[src/rtl/sal_rd_ctrl.sv]
// Read-data return path: tracks outstanding RD commands, tags DFI read beats
// with AXI ID/last and buffers them for the AXI R channel. Macro: SAL_RD_PARITY_CHK_EN.
module sal_rd_ctrl #(
  parameter int DATA_W     = 64,
  parameter int ID_W       = 4,
  parameter int BEATS      = 2,
  parameter int TAG_DEPTH  = 4,
  parameter int FIFO_DEPTH = 16
) (
  input  logic              clk,
  input  logic              rst_n,
  input  logic              rd_gnt,
  input  logic [ID_W-1:0]   rd_id,
  input  logic              rd_last,
  output logic              rd_ready,
  input  logic              dfi_rddata_valid,
  input  logic [DATA_W-1:0] dfi_rddata,
  input  logic              dfi_rddata_par,
  output logic              rvalid,
  input  logic              rready,
  output logic [ID_W-1:0]   rid,
  output logic [DATA_W-1:0] rdata,
  output logic [1:0]        rresp,
  output logic              rlast,
  output logic              err_unexp
);

  localparam int TAG_AW  = $clog2(TAG_DEPTH);
  localparam int TAG_PW  = TAG_AW + 1;
  localparam int FIFO_AW = $clog2(FIFO_DEPTH);
  localparam int FIFO_PW = FIFO_AW + 1;
  localparam int CNT_W   = (BEATS > 1) ? $clog2(BEATS) : 1;

  typedef struct packed {
    logic [ID_W-1:0] id;
    logic            last;
  } tag_t;

  typedef struct packed {
    logic [DATA_W-1:0] data;
    logic [ID_W-1:0]   id;
    logic              last;
    logic [1:0]        resp;
  } beat_t;

  tag_t              tag_mem [TAG_DEPTH];
  logic [TAG_PW-1:0] tag_wp, tag_rp, tag_cnt, tag_cnt_nxt;
  logic              tag_full, tag_empty, tag_push, tag_pop;
  tag_t              tag_head;

  beat_t              dmem [FIFO_DEPTH];
  logic [FIFO_PW-1:0] d_wp, d_rp, d_cnt, d_cnt_nxt;
  logic               d_full, d_empty, d_push, out_load;
  beat_t              r_q, beat_in;

  logic [CNT_W-1:0] beat_cnt, beat_cnt_nxt;
  logic             beat_acc, last_beat;
  logic [1:0]       beat_resp;
  logic [31:0]      resv_nxt;
  logic             space_ok;

  // Tag FIFO status
  assign tag_cnt   = tag_wp - tag_rp;
  assign tag_full  = (tag_cnt == TAG_PW'(TAG_DEPTH));
  assign tag_empty = (tag_wp == tag_rp);
  assign tag_head  = tag_mem[tag_rp[TAG_AW-1:0]];

  assign beat_acc  = dfi_rddata_valid && !tag_empty;
  assign last_beat = (beat_cnt == CNT_W'(BEATS - 1));
  assign tag_push  = rd_gnt && !tag_full;
  assign tag_pop   = beat_acc && last_beat;

  // Data FIFO status; the output register is an extra slot outside d_cnt
  assign d_cnt    = d_wp - d_rp;
  assign d_full   = (d_cnt == FIFO_PW'(FIFO_DEPTH));
  assign d_empty  = (d_wp == d_rp);
  assign out_load = !d_empty && (!rvalid || rready);
  assign d_push   = beat_acc && (!d_full || out_load);

`ifdef SAL_RD_PARITY_CHK_EN
  always_comb begin
    // NOTE: every always_comb output gets a default first so no latch is inferred.
    beat_resp = 2'b00;
    if ((^dfi_rddata) != dfi_rddata_par) beat_resp = 2'b10;
  end
`else
  logic unused_par;
  assign unused_par = dfi_rddata_par;
  assign beat_resp  = 2'b00;
`endif

  assign beat_in = '{data: dfi_rddata, id: tag_head.id,
                     last: tag_head.last && last_beat, resp: beat_resp};

  // Look-ahead credit: state as it will be after this edge
  assign beat_cnt_nxt = !beat_acc ? beat_cnt : (last_beat ? '0 : beat_cnt + CNT_W'(1));
  assign tag_cnt_nxt  = tag_cnt + TAG_PW'(tag_push) - TAG_PW'(tag_pop);
  assign d_cnt_nxt    = d_cnt + FIFO_PW'(d_push) - FIFO_PW'(out_load);
  assign resv_nxt     = 32'(tag_cnt_nxt) * 32'(BEATS) - 32'(beat_cnt_nxt);
  assign space_ok     = (32'(d_cnt_nxt) + resv_nxt + 32'(BEATS)) <= 32'(FIFO_DEPTH);

  // NOTE: sequential state uses non-blocking assignments only, so every
  // register samples pre-edge values regardless of statement order.
  always_ff @(posedge clk or negedge rst_n) begin
    if (!rst_n) begin
      tag_wp    <= '0;
      tag_rp    <= '0;
      d_wp      <= '0;
      d_rp      <= '0;
      beat_cnt  <= '0;
      err_unexp <= 1'b0;
      rd_ready  <= 1'b0;
      rvalid    <= 1'b0;
      r_q       <= '0;
    end else begin
      if (tag_push) tag_wp <= tag_wp + TAG_PW'(1);
      if (tag_pop)  tag_rp <= tag_rp + TAG_PW'(1);
      if (d_push)   d_wp   <= d_wp + FIFO_PW'(1);
      if (out_load) d_rp   <= d_rp + FIFO_PW'(1);
      beat_cnt <= beat_cnt_nxt;
      if ((rd_gnt && tag_full) || (dfi_rddata_valid && tag_empty)) err_unexp <= 1'b1;
      rd_ready <= space_ok && (tag_cnt_nxt != TAG_PW'(TAG_DEPTH));
      if (out_load) begin
        rvalid <= 1'b1;
        r_q    <= dmem[d_rp[FIFO_AW-1:0]];
      end else if (rready) begin
        rvalid <= 1'b0;
      end
    end
  end

  // NOTE: storage arrays are not reset; pointers alone define validity.
  always_ff @(posedge clk) begin
    if (tag_push) tag_mem[tag_wp[TAG_AW-1:0]] <= '{id: rd_id, last: rd_last};
    if (d_push)   dmem[d_wp[FIFO_AW-1:0]]     <= beat_in;
  end

  assign rid   = r_q.id;
  assign rdata = r_q.data;
  assign rresp = r_q.resp;
  assign rlast = r_q.last;

endmodule

[config.mk]
export PLATFORM = sky130hd
export DESIGN_NAME = sal_rd_ctrl
export DESIGN_NICKNAME = d
export VERILOG_FILES = /design/src/rtl/sal_rd_ctrl.sv
export SDC_FILE = /design/constraint.sdc
export NUM_CORES = 1
export LEC_CHECK = 0
export ABC_AREA = 1
export ABC_CLOCK_PERIOD_IN_PS = 5300
export CORE_UTILIZATION = 35
export DETAILED_ROUTE_END_ITERATION = 12
export GPL_ROUTABILITY_DRIVEN = 0
export PLACE_DENSITY = 0.51
export SETUP_SLACK_MARGIN = 0.4
export SYNTH_ARGS = -nofsm -noshare
export SYNTH_HDL_FRONTEND = slang
export SYNTH_SLANG_ARGS = --single-unit
[constraint.sdc]
create_clock -name clk -period 5.3 [get_ports clk]
set_input_delay 1.06 -clock clk [delete_from_list [all_inputs] [get_ports clk]]
set_output_delay 1.06 -clock clk [all_outputs]
set_load 0.005 [all_outputs]
==> Word level (Yosys, flattened, before mapping) <==
Memory sizes are Yosys's and may differ from the RTL's. A register that Yosys moved wholly into a read port is not among the register bits.
Cells that the tools add are included.
W data, S select, Z words.
{ "word_totals": {"reg_bits": 22, "ramBits": 1124, "in_bits": 75, "n_memories": 2} }
{ "classes": {"add_sub_neg": 14, "n_lt_le_gt_ge": 1, "n_eq_ne": 5, "n_mux": 8, "n_reduce_logical": 19} }
{ "memory_table": {"columns": ["name", "words", "width", "read_ports", "rd_ports_with_merged_regs", "write_ports", "line_no", "text"], "rows": [
  ["dmem", 16, 69, 1, 1, 1, "51", "beat_t dmem [FIFO_DEPTH];"],
  ["tag_mem", 4, 5, 1, 0, 1, "46", "tag_t tag_mem [TAG_DEPTH];"]
]} }
{ "ops": {"columns": ["op", "count"], "rows": [
  ["$le A32 B5 Y1 const B", 1],
  ["$add A5 B1 Y5 const B", 2],
  ["$logic_and A1 B1 Y1", 9],
  ["$add A7 B3 Y8 const B", 1],
  ["$mux W1", 8],
  ["$add A6 B5 Y7", 1],
  ["$add A3 B1 Y3 const B", 2],
  ["$logic_not A1 Y1", 6],
  ["$add A5 B1 Y5", 1],
  ["$eq A5 B5 Y1", 1],
  ["$eq A5 B5 Y1 const B", 1],
  ["$sub A4 B1 Y5", 1],
  ["$sub A5 B1 Y5", 1],
  ["$sub A5 B5 Y5", 1],
  ["$add A3 B1 Y3", 1],
  ["$eq A3 B3 Y1", 1],
  ["$eq A3 B3 Y1 const B", 1],
  ["$logic_or A1 B1 Y1", 3],
  ["$ne A3 B3 Y1 const B", 1],
  ["$sub A3 B1 Y3", 1],
  ["$sub A3 B3 Y3", 1],
  ["$reduce_bool A2 Y1", 1],
  ["$add A1 B1 Y1 const B", 1]
]} }

==> Longest topological paths before layout <==
{ "logic_depth": {"word_depth": 11, "ltp_mapped": 29} }

==> Worst setup path before layout <==
No wires, ideal clock.
{ "synth_timing": {"kind": "flip-flop to flip-flop", "startpoint": "reg d_rp[2]", "endpoint": "mem dmem[0][0] in the netlist's numbering (enable)", "setup_time_ps": 496, "arrival_ps": 5270, "required_time_ps": 4804, "setup_slack_ps": -466, "path_stages_with_launch": 15, "n_path_buf": 2, "period_less_slack_ps": 5766, "path_cell_list": "dfrtp_1 -> buf_2 -> inv_2 -> clkbuf_1 -> ha_1 -> a21oi_1 -> nand2_1 -> xnor2_1 -> ha_1 -> and3_1 -> nand3_1 -> nand2_2 -> inv_1 -> nand2_1 -> nor2_1"} }
{ "synth_between": {"elab_chain_cells": 7, "elab_cells_between_ends": 10, "cone_classes": "add/sub (1); eq/ne (2); mux (2); reduce/logical (5)"} }
{ "synth_lines": {"columns": ["item", "line_no", "text"], "rows": [
  ["start, declared", "52", "logic [FIFO_PW-1:0] d_wp, d_rp, d_cnt, d_cnt_nxt;"],
  ["start signal, assigned", "119", "if (out_load) d_rp <= d_rp + FIFO_PW'(1);"],
  ["$sub A5 B5 Y5 or $eq A5 B5 Y1 (tied branches)", "74, 76", null],
  ["$eq A5 B5 Y1 or $logic_not A1 Y1 (tied branches)", "75, 77", null],
  ["$logic_not A1 Y1 or $logic_and A1 B1 Y1 (tied branches)", "78, 77", null],
  ["$logic_or A1 B1 Y1 *", "78", "assign d_push = beat_acc && (!d_full || out_load);"],
  ["$logic_and A1 B1 Y1 *", "78", null],
  ["$mux W1 *", "135", "if (d_push) dmem[d_wp[FIFO_AW-1:0]] <= beat_in;"],
  ["$mux W1 (implied by the code) *", "135", null],
  ["end, declared", "51", null]
]} }
Mark *: on every way between the ends. The rest lies on a longest branch, timed or not.

==> Worst setup path in the final report <==
{ "layout_timing": {"startpoint": "reg d_wp[0]", "endpoint": "reg rd_ready"} }
{ "layout_between": {"elab_chain_cells": 11, "elab_cells_between_ends": 14, "cone_classes": "add/sub (5); order compare (1); eq/ne (2); reduce/logical (6)"} }
{ "layout_lines": {"columns": ["item", "line_no", "text"], "rows": [
  ["start, declared", "52", null],
  ["start signal, assigned", "118", "if (d_push) d_wp <= d_wp + FIFO_PW'(1);"],
  ["$sub A5 B5 Y5 or $eq A5 B5 Y1 (tied branches)", "74, 76", null],
  ["$eq A5 B5 Y1 or $logic_not A1 Y1 (tied branches)", "75, 77", null],
  ["$logic_not A1 Y1 or $logic_and A1 B1 Y1 (tied branches)", "78, 77", null],
  ["$logic_or A1 B1 Y1", "78", null],
  ["$logic_and A1 B1 Y1", "78", null],
  ["$add A5 B1 Y5", "98", "assign d_cnt_nxt = d_cnt + FIFO_PW'(d_push) - FIFO_PW'(out_load);"],
  ["$sub A5 B1 Y5 *", "98", null],
  ["$add A6 B5 Y7 *", "100", "assign space_ok = (32'(d_cnt_nxt) + resv_nxt + 32'(BEATS)) <= 32'(FIFO_DEPTH);"],
  ["$add A7 B3 Y8 *", "100", null],
  ["$le A32 B5 Y1 *", "100", null],
  ["$logic_and A1 B1 Y1 *", "122", "rd_ready <= space_ok && (tag_cnt_nxt != TAG_PW'(TAG_DEPTH));"],
  ["end signal, assigned", "122", null],
  ["end, declared", "15", "output logic rd_ready,"]
]} }
Marked as above.
A chain may end at the register's enable or synchronous reset.

==> out/results.ini <==
[power_and_ir_drop]
power_uw=35000
p_leak_uw=0.0181
vdd_ir_drop_max_v=0.00140
p_per_area_nw_per_um2=632

[global_routing]
grt_pass1_vias=28200
antenna_found_initial=8
gr-usage-all-layers=0.182
grt_max_degree=201
grt_pass1_wl_mm=186
gr-total-overflow=0

[placed_design]
placed_cell_area_um2=51000
io_buffers=145
dp_slack_ns=0.224
place_hpwl_mm=60.5

[die]
fp.dieH_um=371
core_area_um2=134000
num_rows=134
die_w_um=371
dieArea_um2=137000
start_util=0.355
ios=149

[detailed_routing]
drc=0
dr_total_vias=28900
ant_nets=0
drt_wl_total_mm=125
first_iter_violations=2365
first_pass_iters=5
post_drt_wl_per_cell_um=22.5
vias_per_cell=5.19

[clock_tree]
cts_max_path_buffers=3
clock_latency_ns=0.76
clkSinkCount=1213
cts_tree=done
cts_root_buffer=clkbuf_16
numCtsBuffers=130
postCtsHoldBufs=0
clkTransAtPathRegs_ns=0.06
cts_max_level=4

[sta]
post-route-period-util=0.861
skew_ns=0.0258
max_slew.worst_pin.slew_ns=1.11
hold_viol=0
tns_ns=0
fin_ws_ns=0.738
slew_violations=0
finalCriticalPeriod_ns=4.56
fmax_mhz=219
relSlewSlack=0.257
grt_setup_unrepaired=no
setup_violations=0

[worst_setup_path]
startpoint=d_wp[0]$_DFFE_PN0P_
worstPathArrival_ns=5.24
cp-start-kind=flop
r2r_slack_ns=0.74
cp_data_required_time_ns=5.98
worstReg2RegStart=d_wp[0]$_DFFE_PN0P_
worstPathMaxFanout=4
crit_type=reg2reg
end_kind=flop
reg2reg_to=rd_ready$_DFF_PN0_
r2r_cells=27

[layout]
area_growth_pct=16.5
drive_above_1_share=0.0807
stdcell_area_um2=55500
fin_util=0.413
nNetsFinal=3811

[logic_synthesis]
async_flop_share=0.0734
yosysSeqAreaShare=0.756
ys_types=30
netlist.area_leader.share=0.709
yosys.area.top_type=edfxtp_1
synthCells=3581
syn_area_per_cell_um2=13.3
yosysWarnings=0
ys_seq_elements=1213
ys.flop_type=edfxtp_1
syn_area_um2=47600
ys_top_cells_by_area=edfxtp_1, nor2_1, o21ai_0
synth_enable_flop_cells=1124

[job]
drv_cap=0

[outcome]
status=finished clean

[worst_hold_path]
hold_class=in2async

-- cells in the final DEF, fill, tap and decap left out, drive strengths merged, types with 55 or more instances in the layout --
cell,Yosys,routed
o211ai,108,108
buf,96,75
edfxtp,1124,1124
inv,56,60
clkdlybuf4s50,0,144
nand3,134,134
a31oi,55,55
dfrtp,89,89
a21oi,91,91
clkbuf,142,176
nand2,174,174
o21ai,542,542
o22ai,127,127
nor2,740,740
-- timing repair --
action / in CTS / in global routing
endpoints found under the setup margin: 1 / 1
pin swaps: 1 / 5
endpoints found under the hold margin: 0 / 0
gates resized for setup: 0 / 16
buffers inserted: 1 / 4
-- power by group --
| part | leakage (uW) | internal (uW) | switching, uW | total [uW] |
|---|---|---|---|---|
| clock | 0.00209 | 5380 | 3730 | 9110 |
| combinational | 0.00481 | 4800 | 8700 | 13500 |
| sequential | 0.0112 | 11900 | 519 | 12400 |
-- how the worst max path moves through the flow --
| stage | endpoint | slack, ns | depth (start not counted) |
|---|---|---|---|
| after floorplan | dmem[0][0]$_DFFE_PP_ | -0.47 | 14 |
| after global placement | rd_ready$_DFF_PN0_ | 0.30 | 22 |
| after detailed placement | rd_ready$_DFF_PN0_ | 0.22 | 22 |
| after CTS | rd_ready$_DFF_PN0_ | 0.41 | 27 |
| after global routing | rd_ready$_DFF_PN0_ | 0.37 | 27 |
| final | rd_ready$_DFF_PN0_ | 0.74 | 27 |
-- flip-flops by register name (all words and copies together), names as in the netlist --
name and flops:
beat_cnt 1, d_rp 5, d_wp 5, dmem 1104, err_unexp 1, rd_ready 1
rdata 64, rid 4, rlast 1, rvalid 1, tag_mem 20, tag_rp 3
tag_wp 3
-- synthesized netlist by cell type, drive strengths merged, types with 31 or more instances --
cell	number
buf	96
inv	56
o221ai	31
edfxtp	1124
o21ai	542
a31oi	55
nand3	134
o211ai	108
a21oi	91
dfrtp	89
nor2	740
ha	36
clkbuf	142
nand2	174
o22ai	127
-- layout make-up --
class | instances | area [um2]
Antenna cell | 3 | 7.51
Clock inverter | 64 | 664
Clock buffer | 176 | 3640
Sequential cell | 1213 | 36000
Tap cell | 1768 | 2210
Timing Repair Buffer | 219 | 2170
Inverter | 57 | 236
Fill cell | 12400 | 78700
Multi-Input combinational cell | 2074 | 10500
-- per-stage QoR --
stage / hold slack (ns) / instances
final: 0.465 / 5574
after global routing: 0.492 / 5574
after CTS: 0.441 / 5567
after detailed placement: 0.460 / 5326
after global placement: 0.477 / 5326
after floorplan: 0.465 / 3582
-- cell families (layout without fill, tap and decap cells) --
| kind of cell | count (synthesis) | in the layout | share of synthesized area |
|---|---|---|---|
| other cells | 1 | 5 | 0.0000788 |
| buf+inv | 295 | 516 | 0.0276 |
| xor+xnor | 24 | 24 | 0.00442 |
| simple gates | 1052 | 1052 | 0.0868 |
| flops | 1213 | 1213 | 0.756 |
| fa+ha+maj | 41 | 41 | 0.0116 |
| compound gates | 955 | 955 | 0.113 |
-- worst max-delay path, stage by stage, from the launching register on --
cell and delay (ns):
dfrtp_1 0.41, inv_2 0.10, ha_1 0.14, inv_1 0.06, fa_2 0.37, xor2_2 0.21, inv_1 0.09, ha_1 0.17
and3_1 0.17, nand3_1 0.09, nand2_2 0.06, ha_1 0.28, inv_1 0.06, ha_1 0.15, inv_1 0.06, fa_2 0.37
o21ai_2 0.15, a21oi_2 0.08, xor2_1 0.16, ha_1 0.34, ha_4 0.26, a21oi_1 0.17, o21ai_2 0.08, xnor2_1 0.13
o21ai_0 0.10, inv_1 0.06, nand3_1 0.07, nor2_1 0.10
-- layer usage --
layer,vias to the layer above,wire [um],track usage
met5,-,46,0
met4,8,2370,0.0525
met3,158,6260,0.0319
met2,677,60000,0.296
met1,14600,56500,0.249
li1,13500,-,-
Note: power is estimated with default switching activity, not from simulation.
